$ cat src/rtl/pc_branch_unit_pkg.sv
// Shared definitions for the program-counter stage: address width, reset
// PC default, FSM state encoding and the next-PC source selector.
package pc_pkg;

    localparam int unsigned PC_WIDTH = 16;

    localparam logic [PC_WIDTH-1:0] RESET_PC_DEFAULT = 16'h0000;

    typedef logic [PC_WIDTH-1:0] pc_t;

    typedef enum logic [1:0] {
        BOOT  = 2'd0,
        RUN   = 2'd1,
        FLUSH = 2'd2,
        HALT  = 2'd3
    } pc_state_t;

    // Which source the next PC comes from on a fire cycle.
    typedef enum logic [1:0] {
        SEL_SEQ    = 2'd0,
        SEL_BRANCH = 2'd1,
        SEL_JUMP   = 2'd2,
        SEL_HOLD   = 2'd3
    } pc_sel_t;

    // A jump or taken branch loads a new target and costs a flush bubble.
    function automatic logic is_redirect(input pc_sel_t sel);
        return (sel == SEL_JUMP) || (sel == SEL_BRANCH);
    endfunction

endpackage

$ cat src/rtl/pc_branch_unit_if.sv
// Fetch-address handshake between the PC stage (master) and fetch (slave).
import pc_pkg::*;

interface pc_branch_unit_if;
    logic fetch_valid_o;
    logic fetch_ready_i;
    pc_t  pc_o;

    modport master (output fetch_valid_o, output pc_o, input  fetch_ready_i);
    modport slave  (input  fetch_valid_o, input  pc_o, output fetch_ready_i);
endinterface

$ cat src/rtl/pc_branch_unit_pc_target_mux.sv
// Combinational next-PC selection: priority encode HALT > JR > taken
// branch > sequential, plus the modulo-2^16 adders.
import pc_pkg::*;

module pc_target_mux #(
    parameter pc_t STEP = 16'd1
) (
    input  pc_t     pc_i,
    input  pc_t     offset_i,
    input  pc_t     jr_target_i,
    input  logic    halt_req_i,
    input  logic    jr_req_i,
    input  logic    br_req_i,
    input  logic    br_cond_i,
    output pc_sel_t sel_o,
    output pc_t     next_pc_o
);

    // Priority encode the request and form the candidate next PC.
    always_comb begin
        // NOTE: defaults first so every path assigns both outputs; no latch.
        sel_o     = SEL_SEQ;
        next_pc_o = pc_i + STEP;
        if (halt_req_i) begin
            sel_o     = SEL_HOLD;
            next_pc_o = pc_i;
        end else if (jr_req_i) begin
            sel_o     = SEL_JUMP;
            next_pc_o = jr_target_i;
        end else if (br_req_i && br_cond_i) begin
            sel_o     = SEL_BRANCH;
            next_pc_o = pc_i + offset_i;
        end
    end

endmodule

$ cat src/rtl/pc_branch_unit.sv
// Program-counter stage: owns the PC register and the BOOT/RUN/FLUSH/HALT
// FSM, drives the fetch address over a valid/ready handshake and inserts
// one flush bubble after every jump or taken branch.
// Optional feature macro: PC_BRANCH_UNIT_BRCNT_EN adds branch_cnt_o, a
// saturating count of taken branches and jumps.
import pc_pkg::*;

module pc_branch_unit #(
    parameter pc_t RESET_PC = RESET_PC_DEFAULT,
    parameter pc_t STEP     = 16'd1
) (
    input  logic                     clk,
    input  logic                     rst,
    pc_branch_unit_if.master         fetch,
    input  pc_t                      offset_i,
    input  logic                     br_req_i,
    input  logic                     br_cond_i,
    input  logic                     jr_req_i,
    input  pc_t                      jr_target_i,
    input  logic                     halt_req_i,
    input  logic                     resume_i,
`ifdef PC_BRANCH_UNIT_BRCNT_EN
    output logic [15:0]              branch_cnt_o,
`endif
    output logic                     redirect_o,
    output logic                     halted_o
);

    pc_state_t state_q;
    pc_t       pc_q;
    pc_t       pc_d;
    pc_sel_t   sel_d;
    logic      valid_q;
    logic      redirect_q;
    logic      halted_q;
    logic      fire;

    // valid_q is only ever high in RUN, so a fire is always a RUN cycle.
    assign fire = valid_q && fetch.fetch_ready_i;

    pc_target_mux #(.STEP(STEP)) u_target_mux (
        .pc_i        (pc_q),
        .offset_i    (offset_i),
        .jr_target_i (jr_target_i),
        .halt_req_i  (halt_req_i),
        .jr_req_i    (jr_req_i),
        .br_req_i    (br_req_i),
        .br_cond_i   (br_cond_i),
        .sel_o       (sel_d),
        .next_pc_o   (pc_d)
    );

    // FSM with registered PC and registered handshake/status outputs.
    always_ff @(posedge clk or posedge rst) begin
        if (rst) begin
            state_q    <= BOOT;
            pc_q       <= RESET_PC;
            valid_q    <= 1'b0;
            redirect_q <= 1'b0;
            halted_q   <= 1'b0;
        end else begin
            // NOTE: non-blocking throughout so every register sees pre-edge values.
            redirect_q <= 1'b0;
            unique case (state_q)
                BOOT: begin
                    state_q <= RUN;
                    valid_q <= 1'b1;
                end
                RUN: begin
                    if (fire) begin
                        unique case (sel_d)
                            SEL_HOLD: begin
                                state_q  <= HALT;
                                valid_q  <= 1'b0;
                                halted_q <= 1'b1;
                            end
                            SEL_JUMP, SEL_BRANCH: begin
                                pc_q       <= pc_d;
                                state_q    <= FLUSH;
                                valid_q    <= 1'b0;
                                redirect_q <= 1'b1;
                            end
                            default: pc_q <= pc_d;
                        endcase
                    end
                end
                FLUSH: begin
                    state_q <= RUN;
                    valid_q <= 1'b1;
                end
                HALT: begin
                    if (resume_i) begin
                        state_q  <= RUN;
                        valid_q  <= 1'b1;
                        halted_q <= 1'b0;
                    end
                end
                default: state_q <= BOOT;
            endcase
        end
    end

    assign fetch.pc_o          = pc_q;
    assign fetch.fetch_valid_o = valid_q;
    assign redirect_o          = redirect_q;
    assign halted_o            = halted_q;

`ifdef PC_BRANCH_UNIT_BRCNT_EN
    logic [15:0] branch_cnt_q;

    // Count redirects on the same edge that loads the new target; saturate.
    always_ff @(posedge clk or posedge rst) begin
        if (rst) begin
            branch_cnt_q <= 16'h0000;
        end else if (fire && is_redirect(sel_d) && (branch_cnt_q != 16'hFFFF)) begin
            branch_cnt_q <= branch_cnt_q + 16'd1;
        end
    end

    assign branch_cnt_o = branch_cnt_q;
`endif

endmodule

$ cat src/flat_wrapper.sv
// flat-port wrapper written by rule: the top's interface ports become plain ports
module pc_branch_unit_flat 
#(
    parameter pc_t RESET_PC = RESET_PC_DEFAULT,
    parameter pc_t STEP     = 16'd1
)
  (clk, rst, offset_i, br_req_i, br_cond_i, jr_req_i, jr_target_i, halt_req_i, resume_i, redirect_o, halted_o, fetch_fetch_valid_o, fetch_pc_o, fetch_fetch_ready_i);
  pc_branch_unit_if fetch_i ();
  input  logic clk;
  input  logic rst;
  input  pc_t offset_i;
  input  logic br_req_i;
  input  logic br_cond_i;
  input  logic jr_req_i;
  input  pc_t jr_target_i;
  input  logic halt_req_i;
  input  logic resume_i;
  output logic redirect_o;
  output logic halted_o;
  output wire logic [$bits(fetch_i.fetch_valid_o)-1:0] fetch_fetch_valid_o;
  output wire logic [$bits(fetch_i.pc_o)-1:0] fetch_pc_o;
  input wire logic [$bits(fetch_i.fetch_ready_i)-1:0] fetch_fetch_ready_i;
  assign fetch_fetch_valid_o = fetch_i.fetch_valid_o;
  assign fetch_pc_o = fetch_i.pc_o;
  assign fetch_i.fetch_ready_i = fetch_fetch_ready_i;
  pc_branch_unit #(.RESET_PC(RESET_PC), .STEP(STEP)) u_core (.clk(clk), .rst(rst), .fetch(fetch_i), .offset_i(offset_i), .br_req_i(br_req_i), .br_cond_i(br_cond_i), .jr_req_i(jr_req_i), .jr_target_i(jr_target_i), .halt_req_i(halt_req_i), .resume_i(resume_i), .redirect_o(redirect_o), .halted_o(halted_o));
endmodule
$ cat config.mk
export PLATFORM = sky130hd
export DESIGN_NAME = pc_branch_unit_flat
export DESIGN_NICKNAME = d
export VERILOG_FILES = /design/src/rtl/pc_branch_unit_pkg.sv /design/src/rtl/pc_branch_unit_if.sv /design/src/rtl/pc_branch_unit_pc_target_mux.sv /design/src/rtl/pc_branch_unit.sv /design/src/flat_wrapper.sv
export SDC_FILE = /design/constraint.sdc
export NUM_CORES = 1
export LEC_CHECK = 0
export CAP_MARGIN = 30
export CORE_MARGIN = 2
export CORE_UTILIZATION = 44
export CTS_BUF_LIST = sky130_fd_sc_hd__clkbuf_2 sky130_fd_sc_hd__clkbuf_4 sky130_fd_sc_hd__clkbuf_8
export CTS_CLUSTER_DIAMETER = 150
export CTS_CLUSTER_SIZE = 14
export DETAILED_ROUTE_END_ITERATION = 8
export PLACE_DENSITY = 0.79
export SETUP_SLACK_MARGIN = 0.5
export SYNTH_ARGS = -nofsm -noshare
export SYNTH_HDL_FRONTEND = slang
export SYNTH_SLANG_ARGS = --single-unit
$ cat constraint.sdc
create_clock -name clk -period 2.3 [get_ports clk]
set_input_delay 0.345 -clock clk [delete_from_list [all_inputs] [get_ports clk]]
set_output_delay 0.345 -clock clk [all_outputs]
set_load 0.005 [all_outputs]
Word-level counts from Yosys, hierarchy flattened --
Cells that the tools add are included.
Word-level totals: input port bits 40, register bits 21, logic and storage cells 51
Operators by class: eq/ne operators 11, bitwise logic cells 2, reductions and logical operators 11, add/subtract/negate cells 2, multiplexer cells 20
Operators with widths (count):
- $mux 16 | 2
- $add 16x1->16 const B | 1
- $add 16x16->16 | 1
- $mux 1 | 10
- $eq 2x2->1 const B | 4
- $mux 2 | 4
- $reduce_and 4->1 | 2
- $pmux 2 s3 | 1
- $reduce_and 3->1 | 2
- $eq 2x1->1 const B | 2
- $ne 2x1->1 const B | 2
- $ne 2x2->1 const B | 2
- $pmux 2 s2 | 1
- $reduce_or 2->1 | 2
- $ne 3x2->1 const B | 1
- $pmux 1 s3 | 1
- $reduce_or 3->1 | 1
- $logic_and 1x1->1 | 2
- $logic_not 2->1 | 1
- $not 1->1 | 2
- $pmux 1 s2 | 1
- $reduce_bool 2->1 | 1

Logic depth before layout (Yosys ltp) --
Gate-level depths: netlist of run 1.
depth in word-level cells 9, mapped depth 11

Modules after synthesis --
From an unflattened synthesis of run 1, not the netlist that was laid out.
Second synthesis, totals: cells, all modules 231, area, all modules 2058.2 µm²
By module, submodules not included:
- pc_target_mux | times used 1, seq. area each 0.0 µm², area an instance 1151.1 µm², cells an instance 173
- pc_branch_unit | times used 1, seq. area each 525.5 µm², area an instance 907.1 µm², cells an instance 58

Worst setup path before layout of run 1 --
Ideal clock, no wire load.
path type input port to flip-flop, start point input br_req_i, end point register u_core.pc_q[14], in the netlist u_core.fetch.pc_o[14], cell stages on the path 10, data required time 2176 ps, path slack -311 ps, data arrival time 2487 ps, setup time 124 ps, cells stage by stage nand2_1 -> or2_2 -> ha_1 -> fa_1 -> a211o_1 -> a21o_1 -> o21a_1 -> o21ai_1 -> nor4_1 -> a211o_1
On the way: cells in the longest elaborated chain, start to end 7, elaborated cells between the ends (all ways) 9
Ends and longest elaborated chain:
- from (decl) | line flat_wrapper.sv:12 | input logic br_req_i;
- $logic_and 1x1->1 * | line pc_branch_unit_pc_target_mux.sv:30 | end else if (br_req_i && br_cond_i) begin
- $mux 1 | line pc_branch_unit_pc_target_mux.sv:30
- $mux 2 | line pc_branch_unit_pc_target_mux.sv:27 | end else if (jr_req_i) begin
- $mux 2 | line pc_branch_unit_pc_target_mux.sv:24 | if (halt_req_i) begin
- $eq 2x2->1 | line pc_branch_unit.sv:71 | unique case (sel_d)
- $not 1->1 (no line)
- $reduce_and 4->1 (no line)
- to (signal assigned) | line pc_branch_unit.sv:78 | pc_q <= pc_d;
- to (signal assigned) | line pc_branch_unit.sv:83 | default: pc_q <= pc_d;
- to (decl) | line pc_branch_unit.sv:30 | pc_t pc_q;
Every way passes the cells marked *; elsewhere a longest branch is shown, timed or not. A chain may end at the register's enable or synchronous reset.

Worst setup path after layout of run 1 --
start point register u_core.pc_q[0], in the netlist u_core.fetch.pc_o[0], end point register u_core.pc_q[12], in the netlist u_core.fetch.pc_o[12]
On the way: cells in the longest elaborated chain, start to end 3, elaborated cells between the ends (all ways) 4
Ends and longest elaborated chain (line):
- $add 16x1->16 or $add 16x16->16 (tied branches) | pc_branch_unit_pc_target_mux.sv:23, pc_branch_unit_pc_target_mux.sv:32
- $mux 16 * | pc_branch_unit_pc_target_mux.sv:30
- $mux 16 * | pc_branch_unit_pc_target_mux.sv:27
Marks and branches as above.

==> impl_metrics.tcl, run 1 <==
set metrics [dict create \
    cap_violations 0 \
    yosysTopAreaCellShare_pct 27.70 \
    fill_cells 289 \
    cts.clk_slew.worst_paths_ns 0.09 \
    grt_pass1_wl_mm 10.79 \
    drt-vias-per-instance 5.694 \
    crit_slowest_cell "dfrtp_1" \
    num_vias 2232 \
    ys_seq_area_share_pct 27.70 \
    slew_violations 0 \
    synth_area_leaders "dfrtp_1 (28%), ha_1 (11%), and3_1 (6.3%)" \
    leakagePower_nw 1.476 \
    syn_nets 292 \
    p_per_area_mw_per_mm2 833.6 \
    postRouteAntennaNets 0 \
    antenna_found_initial 0 \
    rsz0062_at_grt "true" \
    clock_path_buffers 2 \
    max_stage_delay_ns 0.42 \
    wl_per_cell_um 16.19 \
    die_w_um 69.66 \
    synth_flop_cell "dfrtp_1" \
    pwr-share-seq_pct 25.7 \
    synth_top_area_cell "dfrtp_1" \
    dieArea_mm2 0.004852 \
    switchingPower_mw 1.058 \
    clock_power_share_pct 10.1 \
    worst_slack_ns 0.08751 \
    grt_pass1_vias 2273 \
    area_growth_pct 70.58 \
    synth_cells 234 \
    critical_path_required_ns 2.49 \
    final_nets 401 \
    gp_congestion 0.9114 \
    p_int_mw 1.639 \
    grt_use_total_pct 26.82 \
    pre_cts_slack_ns -0.7532 \
    ios 59 \
    overflow 0 \
    vdd_ir_drop_max_mv 0.5207 \
    syn_area_per_cell_um2 8.106 \
    dr.pass1.iters 4 \
    diodes 0 \
    die_h_um 69.66 \
    numCtsBuffers 3 \
    worstSetupStartpointType "register" \
    initialDrtViolationCount 136 \
    combPwrFrac_pct 64.2 \
    cts.sinks 21 \
    clk_latency_ns 0.28 \
    yosysWarnings 0 \
    post-dp-hpwl_mm 4.616 \
    fmax_ghz 0.4520 \
    syn-cell-area_mm2 0.001897 \
    routed_wl_mm 6.348 \
    hp-class "input pin to asynchronous set/reset pin" \
    rows 23 \
    swShare_pct 39.22 \
    relSlewSlack_pct 68.32 \
    status "completed" \
    worstRegToRegCells 9 \
    synth_edf_count 0 \
    cts_root_buffer "clkbuf_8" \
    finalHoldViolCount 0 \
    cts_tree "done" \
    async_flop_share_pct 100.0 \
    fin_skew_ns 0.004776 \
    synth.distinct_cells 45 \
    cp_max_fo 4 \
    cp_cell_sequence "ha_4 -> fa_2 -> a211o_1 -> a21o_1 -> o21a_1 -> o21ai_2 -> buf_6 -> nand4_1 -> o211ai_1" \
    timing.final.crit_share_pct 96.20 \
    ctsHtreeMaxLevel 1 \
    setup_viol 0 \
    drc 0 \
    synth_seq_cells 21 \
    io_buffers 58 \
    critPathKind "register to register" \
    cp.arrival_ns 2.40 \
    cp-end-kind "register" \
    core_mm2 0.004086 \
    initial_utilization_pct 46.42 \
    tightestPinTransition_ns 0.4702 \
    finalCriticalPeriod_ns 2.212 \
    whs_ns 0.4108 \
    grt_max_degree 22 \
    drive_above_1_share_pct 30.99 \
]
layout make-up:
type                    count  area [µm²]  area share (%)
well taps                  50       62.56           1.933
flip-flops and latches     21       525.5           16.24
repair buffers            116        1023           31.63
clock buffers               3       41.29           1.276
clock inverters             1       7.507          0.2320
multi-input cells         194        1549           47.87
inverters                   7       26.28          0.8121
synthesized netlist by cell type (2+ instances only):
cell      count
and2_1        4
and3_1       19
a211oi_1      6
o21ai_0      18
a21oi_1      22
nand4_1       2
nand4b_1      2
xnor2_1       5
nor2_1       11
a211o_1       2
xor2_1        3
dfrtp_1      21
o21a_1        4
buf_2         3
o211ai_1      3
nor3_1        7
or3_1         5
a21o_1        7
clkbuf_1      8
nand3_1       8
ha_1         17
nor4_1        2
nand2_1      20
nand3b_1      3
inv_1         7
mux2i_1       5
nor3b_1       2
final timing paths:
| check | start | endpoint | slack (ns) |
|---|---|---|---|
| min in group clk | u_core.halted_o | u_core.halted_o | 0.52 |
| max in group asynchronous | rst | u_core.fetch.pc_o[5] | 1.65 |
| worst max register to register | u_core.fetch.pc_o[0] | u_core.fetch.pc_o[12] | 0.09 |
| worst min register to register | u_core.halted_o | u_core.halted_o | 0.52 |
| worst min-delay path | rst | u_core.fetch.pc_o[11] | 0.41 |
| worst max-delay path | u_core.fetch.pc_o[0] | u_core.fetch.pc_o[12] | 0.09 |
routing by layer:
layer / GRT usage, % / part of all wire (%) / vias up
met5: 0 / 0 / -
met4: 5.769 / 0.98 / 0
met3: 3.779 / 4.9 / 9
met2: 49.15 / 51 / 60
met1: 33.30 / 43 / 1077
li1: - / - / 1086
power groups by stage:
stage / Combinational, mW / Clock [mW] / Sequential [mW]
floorplan: 0.817 / 0 / 0.675
global placement: 1.48 / 0 / 0.687
detailed placement: 1.54 / 0 / 0.691
CTS: 1.67 / 0.274 / 0.691
global route: 1.89 / 0.292 / 0.719
finish: 1.73 / 0.273 / 0.693
sequential cells by signal, indices dropped and copies added, names as in the netlist:
name and flops:
u_core.fetch.fetch_valid_o 1, u_core.fetch.pc_o 16, u_core.halted_o 1, u_core.redirect_o 1
u_core.state_q 2
cell usage in the layout (no fill, tap or decap), types with 6 or more instances in the layout:
cell type	netlist	final
ha_4	0	8
nand2_1	20	17
and3_4	0	6
buf_4	0	55
clkdlybuf4s50_1	0	51
dfrtp_1	21	21
and3_1	19	13
a211oi_2	1	6
ha_1	17	8
inv_1	7	7
o21ai_0	18	12
o21ai_1	1	6
nand3_1	8	6
a21o_1	7	7
nor2_1	11	11
a21oi_1	22	16
kinds of logic after synthesis:
kind of cell | after synthesis | synth area share [%]
buffers and inverters | 19 | 3.958
AND/OR/NAND/NOR | 88 | 24.54
multiplexers | 5 | 2.639
flip-flops | 21 | 27.70
adder cells (fa/ha/maj) | 18 | 12.27
XOR/XNOR | 8 | 3.694
AO/OA/AOI/OAI | 75 | 25.20
critical path: cells and delay by family (launching register included):
family          cells  cell delay, ns
compound gates      5            0.97
fa+ha+maj           2            0.53
flops               1            0.42
buf+inv             1            0.13
simple gates        1            0.07
stage by stage:
step | area, µm² | setup TNS (ns) | instances | power, mW | util (%)
5_1_grt | 3236 | -0.08599 | 392 | 2.899 | 79.18
3_3_place_gp | 2987 | -5.951 | 381 | 2.171 | 73.09
3_5_place_dp | 2987 | -6.687 | 381 | 2.230 | 73.09
6_report | 3236 | 0 | 392 | 2.697 | 79.18
2_1_floorplan | 2081 | -0.1520 | 234 | 1.492 | -
4_1_cts | 3187 | 0 | 390 | 2.631 | 77.99
what timing repair did:
action                     in CTS  in global routing
setup endpoints to repair      17                 17
hold buffers                    0                  0
pin swaps                      22                  7
resized for setup              40                  9
buffers inserted                5                  2
No activity file was read; power rests on OpenSTA's default activity.
==> run 2, diff against run 1 <==
TNS_END_PERCENT = 20   (was unset)
==> run 2 against run 1 <==
  * Maximum frequency down 3.3%
  * Via count down 0.31%
  * Cell count up 0.77%
  * Largest power group unchanged
  * Worst hold slack worse by 0.0065 ns
  * Non-clock buffer count up 3
  * Sequential share of layout area up 0.60 points
  * Clock skew up 0.0051 ns
  * Global-route usage down 1.7 points
  * Clock-buffer cell count unchanged
  * Register-to-register slack worse by 0.06 ns
  * Critical endpoint is now u_core.fetch.pc_o[15]
==> impl_metrics.tcl, run 2 (synthesis gave the netlist of run 1 again) <==
set metrics [dict create \
    max_stage_delay_ns 0.42 \
    initialDrtViolationCount 183 \
    cts_tree "done" \
    clk_latency_ns 0.27 \
    pwr-share-seq_pct 26.7 \
    relSlewSlack_pct 77.63 \
    cts.sinks 21 \
    cp_max_fo 4 \
    dieArea_mm2 0.004852 \
    seq_area_um2 525.5 \
    combPwrFrac_pct 63.0 \
    multi_input_area_mm2 0.001415 \
    swShare_pct 38.78 \
    final_nets 404 \
    critPathKind "input pin to register" \
    setup_viol 0 \
    worstSetupStartpointType "input pin" \
    whs_ns 0.4043 \
    crit_family "buffers and inverters" \
    hold_buffers 0 \
    p_per_area_mw_per_mm2 816.2 \
    fmax_ghz 0.4371 \
    final_cell_mix "buf_4 (60), clkdlybuf4s50_1 (51), dfrtp_1 (21)" \
    status "completed" \
    core_mm2 0.004086 \
    clock_power_share_pct 10.3 \
    finalCriticalPeriod_ns 2.288 \
    rows 23 \
    p_int_mw 1.559 \
    overflow 0 \
    numCtsBuffers 3 \
    clock_path_buffers 2 \
    area_growth_pct 64.51 \
    antenna_found_initial 0 \
    largest_reg_flops 16 \
    hp-class "input pin to asynchronous set/reset pin" \
    dr.pass1.iters 4 \
    cp_cell_sequence "clkdlybuf4s50_1 -> and3_1 -> ha_1 -> nand4b_1 -> buf_4 -> a211oi_2 -> nor3_1 -> xnor2_1 -> o22ai_1" \
    placedInstanceArea_mm2 0.002944 \
    slew_violations 0 \
    cts_root_buffer "clkbuf_8" \
    critical_path_required_ns 2.46 \
    pre_cts_slack_ns -0.7703 \
    grt_max_degree 24 \
    io_buffers 58 \
    fill_cells 305 \
    drc 0 \
    drt-vias-per-instance 5.633 \
    timing.final.crit_share_pct 99.47 \
    wl_per_cell_um 16.34 \
    crit_buf_inv 2 \
    tightestPinTransition_ns 0.3321 \
    postRouteAntennaNets 0 \
    num_vias 2225 \
    vdd_ir_drop_max_mv 0.4296 \
    rsz0062_at_grt "true" \
    gp_congestion 0.9087 \
    post-dp-hpwl_mm 4.681 \
    diodes 0 \
    die_h_um 69.66 \
    cts.clk_slew.worst_paths_ns 0.09 \
    crit_slowest_cell "clkdlybuf4s50_1" \
    cp-end-kind "register" \
    final_area_mm2 0.003120 \
    fin_skew_ns 0.009893 \
    leakagePower_nw 1.500 \
    cp.arrival_ns 2.44 \
    grt_use_total_pct 25.13 \
    switchingPower_mw 0.9877 \
    grt_pass1_vias 2198 \
    initial_utilization_pct 46.42 \
    layout_commonest_cell "buf_4" \
    finalHoldViolCount 0 \
    die_w_um 69.66 \
    cap_violations 0 \
    grt_pass1_wl_mm 9.984 \
    worst_slack_ns 0.01228 \
    ios 59 \
    routed_wl_mm 6.453 \
    ctsHtreeMaxLevel 1 \
    fin_tns_setup_ns 0 \
    drive_above_1_share_pct 26.96 \
]
==> run 2: changes by cell type in the layout (fill, tap and decap cells not counted), moves of 4 or more <==
cell,before,now
o21ai_0,12,17
ha_1,8,13
ha_4,8,2
and3_1,13,17
buf_4,55,60
o21ai_1,6,1
and3_4,6,2
==> run 2: timing repair <==
action | 4_1_cts | 5_1_grt
endpoints found under the setup margin | 17 | 17
pin swaps | 10 | 10
endpoints found under the hold margin | 0 | 0
setup buffers | 2 | 3
resized for setup | 20 | 17
==> run 2: layout make-up <==
cell class / instances / area share, %
Multi-Input combinational cell: 194 / 45.35
Timing Repair Buffer: 119 / 33.40
Sequential cell: 21 / 16.84
Tap cell: 50 / 2.005
Clock buffer: 3 / 1.323
Inverter: 7 / 0.8420
Clock inverter: 1 / 0.2406
==> run 2: per-stage QoR <==
stage	total power, mW	instances	util, %
after floorplan	1.379	234	-
after global routing	2.719	395	76.36
after detailed placement	2.170	386	72.05
final	2.547	395	76.36
after CTS	2.460	392	73.94
after global placement	2.121	386	72.05
==> run 2: path summary, 6_finish.rpt <==
kind                                       from                    endpoint  slack, ns  depth (start not counted)
max                                 offset_i[4]       u_core.fetch.pc_o[15]       0.01                          9
min                                         rst  u_core.fetch.fetch_valid_o       0.40                          3
max reg2reg                u_core.fetch.pc_o[0]       u_core.fetch.pc_o[14]       0.03                          8
min reg2reg                     u_core.halted_o             u_core.halted_o       0.52                          2
max in group asynchronous                   rst       u_core.fetch.pc_o[13]       1.65                          3
min in group clk                u_core.halted_o             u_core.halted_o       0.52                          2
==> run 2: power by group through the flow <==
stage / clock [mW] / combinational (mW) / sequential (mW)
global placement: 0 / 1.45 / 0.672
global route: 0.283 / 1.73 / 0.706
finish: 0.262 / 1.61 / 0.680
CTS: 0.262 / 1.52 / 0.675
detailed placement: 0 / 1.49 / 0.683
floorplan: 0 / 0.718 / 0.661
==> run 2: worst min-delay path, delay by kind of cell <==
| family | cells | cell delay [ns] |
|---|---|---|
| buffers and inverters | 3 | 0.73 |
==> run 2: routing by layer <==
metal | share of wire [%] | track usage [%] | wire length (µm) | vias to the layer above
li1 | - | - | - | 1090
met1 | 43 | 31.09 | 2775 | 1049
met2 | 50 | 45.62 | 3244 | 78
met3 | 5.2 | 3.779 | 336 | 8
met4 | 1.5 | 6.197 | 97 | 0
met5 | 0 | 0 | 0 | -
==> run 3, diff against run 2 <==
CORE_ASPECT_RATIO = 0.9   (was unset)
==> run 3 against run 2 <==
  * Maximum frequency fell by 3.0%
  * Global-route usage up 1.7 points
  * Worst hold slack better by 0.0073 ns
  * Critical path type unchanged
  * Cell count fell by 0.76%
  * Worst setup slack worse by 0.070 ns
  * Register-to-register slack worse by 0.08 ns
  * The run now ends with setup timing left
  * Via count rose by 1.5%
  * Largest power group unchanged
  * Critical endpoint is now u_core.fetch.pc_o[8]
  * Clock-buffer cell count stayed put
  * Clock power about the same
==> impl_metrics.tcl, run 3 (synthesis gave the netlist of run 1 again) <==
set metrics [dict create \
    cts.clk_slew.worst_paths_ns 0.09 \
    grt_pass1_wl_mm 10.23 \
    die_h_um 66.29 \
    wl_per_cell_um 17.28 \
    largest_reg_flops 16 \
    p_int_mw 1.629 \
    dieArea_mm2 0.004853 \
    swShare_pct 39.39 \
    ios 59 \
    clk_latency_ns 0.27 \
    switchingPower_mw 1.059 \
    clock_path_buffers 2 \
    timing.final.crit_share_pct 102.5 \
    layout_commonest_cell "buf_4" \
    leakagePower_nw 1.495 \
    pwr-share-seq_pct 25.9 \
    violations "setup timing" \
    cts_root_buffer "clkbuf_8" \
    rows 22 \
    postRouteAntennaNets 0 \
    cp-end-kind "register" \
    final_cell_mix "buf_4 (55), clkdlybuf4s50_1 (51), dfrtp_1 (21)" \
    final_nets 403 \
    die_w_um 73.21 \
    ctsHtreeMaxLevel 1 \
    p_total_mw 2.688 \
    wl_met3_um 442 \
    cts_tree "done" \
    area_growth_pct 68.93 \
    initialDrtViolationCount 193 \
    relSlewSlack_pct 77.99 \
    hold_buffers 0 \
    combPwrFrac_pct 64.4 \
    cp.arrival_ns 2.51 \
    finalCriticalPeriod_ns 2.358 \
    cap_violations 0 \
    worstSetupStartpointType "input pin" \
    hp-class "input pin to asynchronous set/reset pin" \
    slew_violations 0 \
    grt_pass1_vias 2202 \
    critical_path_required_ns 2.45 \
    grt_max_degree 22 \
    dr_wl_met2_mm 3.394 \
    fin_util_pct 78.13 \
    num_vias 2259 \
    tightestPinTransition_ns 0.3280 \
    status "finished with violations" \
    critPathKind "input pin to register" \
    worst_slack_ns -0.05753 \
    startpoint "br_cond_i" \
    drt-vias-per-instance 5.763 \
    cp_max_fo 3 \
    drc 0 \
    post-dp-hpwl_mm 4.577 \
    routed_wl_mm 6.775 \
    dr.pass1.iters 5 \
    drive_above_1_share_pct 29.36 \
    grt_use_total_pct 26.87 \
    io_buffers 58 \
    diodes 0 \
    fmax_ghz 0.4242 \
    finalHoldViolCount 0 \
    cts.sinks 21 \
    reg2reg_from "u_core.fetch.pc_o[0]" \
    rsz0062_at_grt "true" \
    clock_power_share_pct 9.7 \
    wl_met1_mm 2.775 \
    vdd_ir_drop_max_mv 0.5261 \
    p_per_area_mw_per_mm2 838.9 \
    highest_layer "met4" \
    overflow 0 \
    gp_congestion 0.9486 \
    antenna_found_initial 0 \
    fin_skew_ns 0.005253 \
    initial_utilization_pct 46.25 \
    core_mm2 0.004101 \
    numCtsBuffers 3 \
    setup_viol 4 \
]
[run 3: cell count changes in the layout (fill, tap and decap cells not counted), sizes merged]
cell | previous run | this run
clkbuf | 3 | 4
dlygate4sd2 | 2 | 1
buf | 64 | 63
[run 3: path summary, 6_finish.rpt]
| kind | end | slack (ns) | cells past startpoint |
|---|---|---|---|
| worst min-delay path | u_core.fetch.fetch_valid_o | 0.41 | 3 |
| worst min register to register | u_core.halted_o | 0.53 | 2 |
| min in group clk | u_core.halted_o | 0.53 | 2 |
| max in group asynchronous | u_core.fetch.pc_o[8] | 1.65 | 3 |
| worst max register to register | u_core.fetch.pc_o[8] | -0.05 | 8 |
| worst max-delay path | u_core.fetch.pc_o[8] | -0.06 | 11 |
[run 3: worst max-delay path: stages]
cell and delay [ns]:
buf_4 0.11, nand2_4 0.04, or2_4 0.23, ha_4 0.16
fa_2 0.36, a211o_1 0.30, a21o_1 0.22, a31o_2 0.27
a21oi_2 0.17, xor2_1 0.21, o21ai_1 0.09
[run 3: final cells by class]
cell class	instances	area [µm²]
inverter	7	26.28
clock buffer	3	41.29
multi-input combinational	194	1498
timing repair buffer	118	1046
clock inverter	1	7.507
tap	48	60.06
fill	275	897.1
sequential	21	525.5
[run 3: timing repair]
action                     4_1_cts  5_1_grt
setup endpoints to repair       17       17
resized for setup               21       38
pin swaps                       10       27
buffers inserted                 2        4
[run 3: power groups by stage]
stage                     Clock [mW]  Combinational, mW  Sequential (mW)
after floorplan                    0              0.718            0.661
after global placement             0               1.47            0.672
after detailed placement           0               1.50            0.675
after CTS                      0.270               1.55            0.672
after global routing           0.280               1.87            0.719
final                          0.261               1.73            0.696
[run 3: layer usage]
metal  track usage, %  up-vias
met2            45.38       93
met5                0        -
li1                 -     1090
met3            3.811       16
met1            35.04     1060
met4            8.565        0
[run 3: per-stage QoR]
stage	setup TNS, ns	cells	setup slack (ns)	hold slack [ns]	cell area, µm²
2_1_floorplan	-0.1521	234	-0.1282	0.3215	1929
3_5_place_dp	-7.346	382	-0.8027	0.5029	2927
3_3_place_gp	-6.700	382	-0.7287	0.4962	2927
6_report	-0.1373	392	-0.05753	0.4117	3204
5_1_grt	-0.2641	392	-0.06988	0.4503	3204
4_1_cts	0	388	0.01119	0.4221	3013
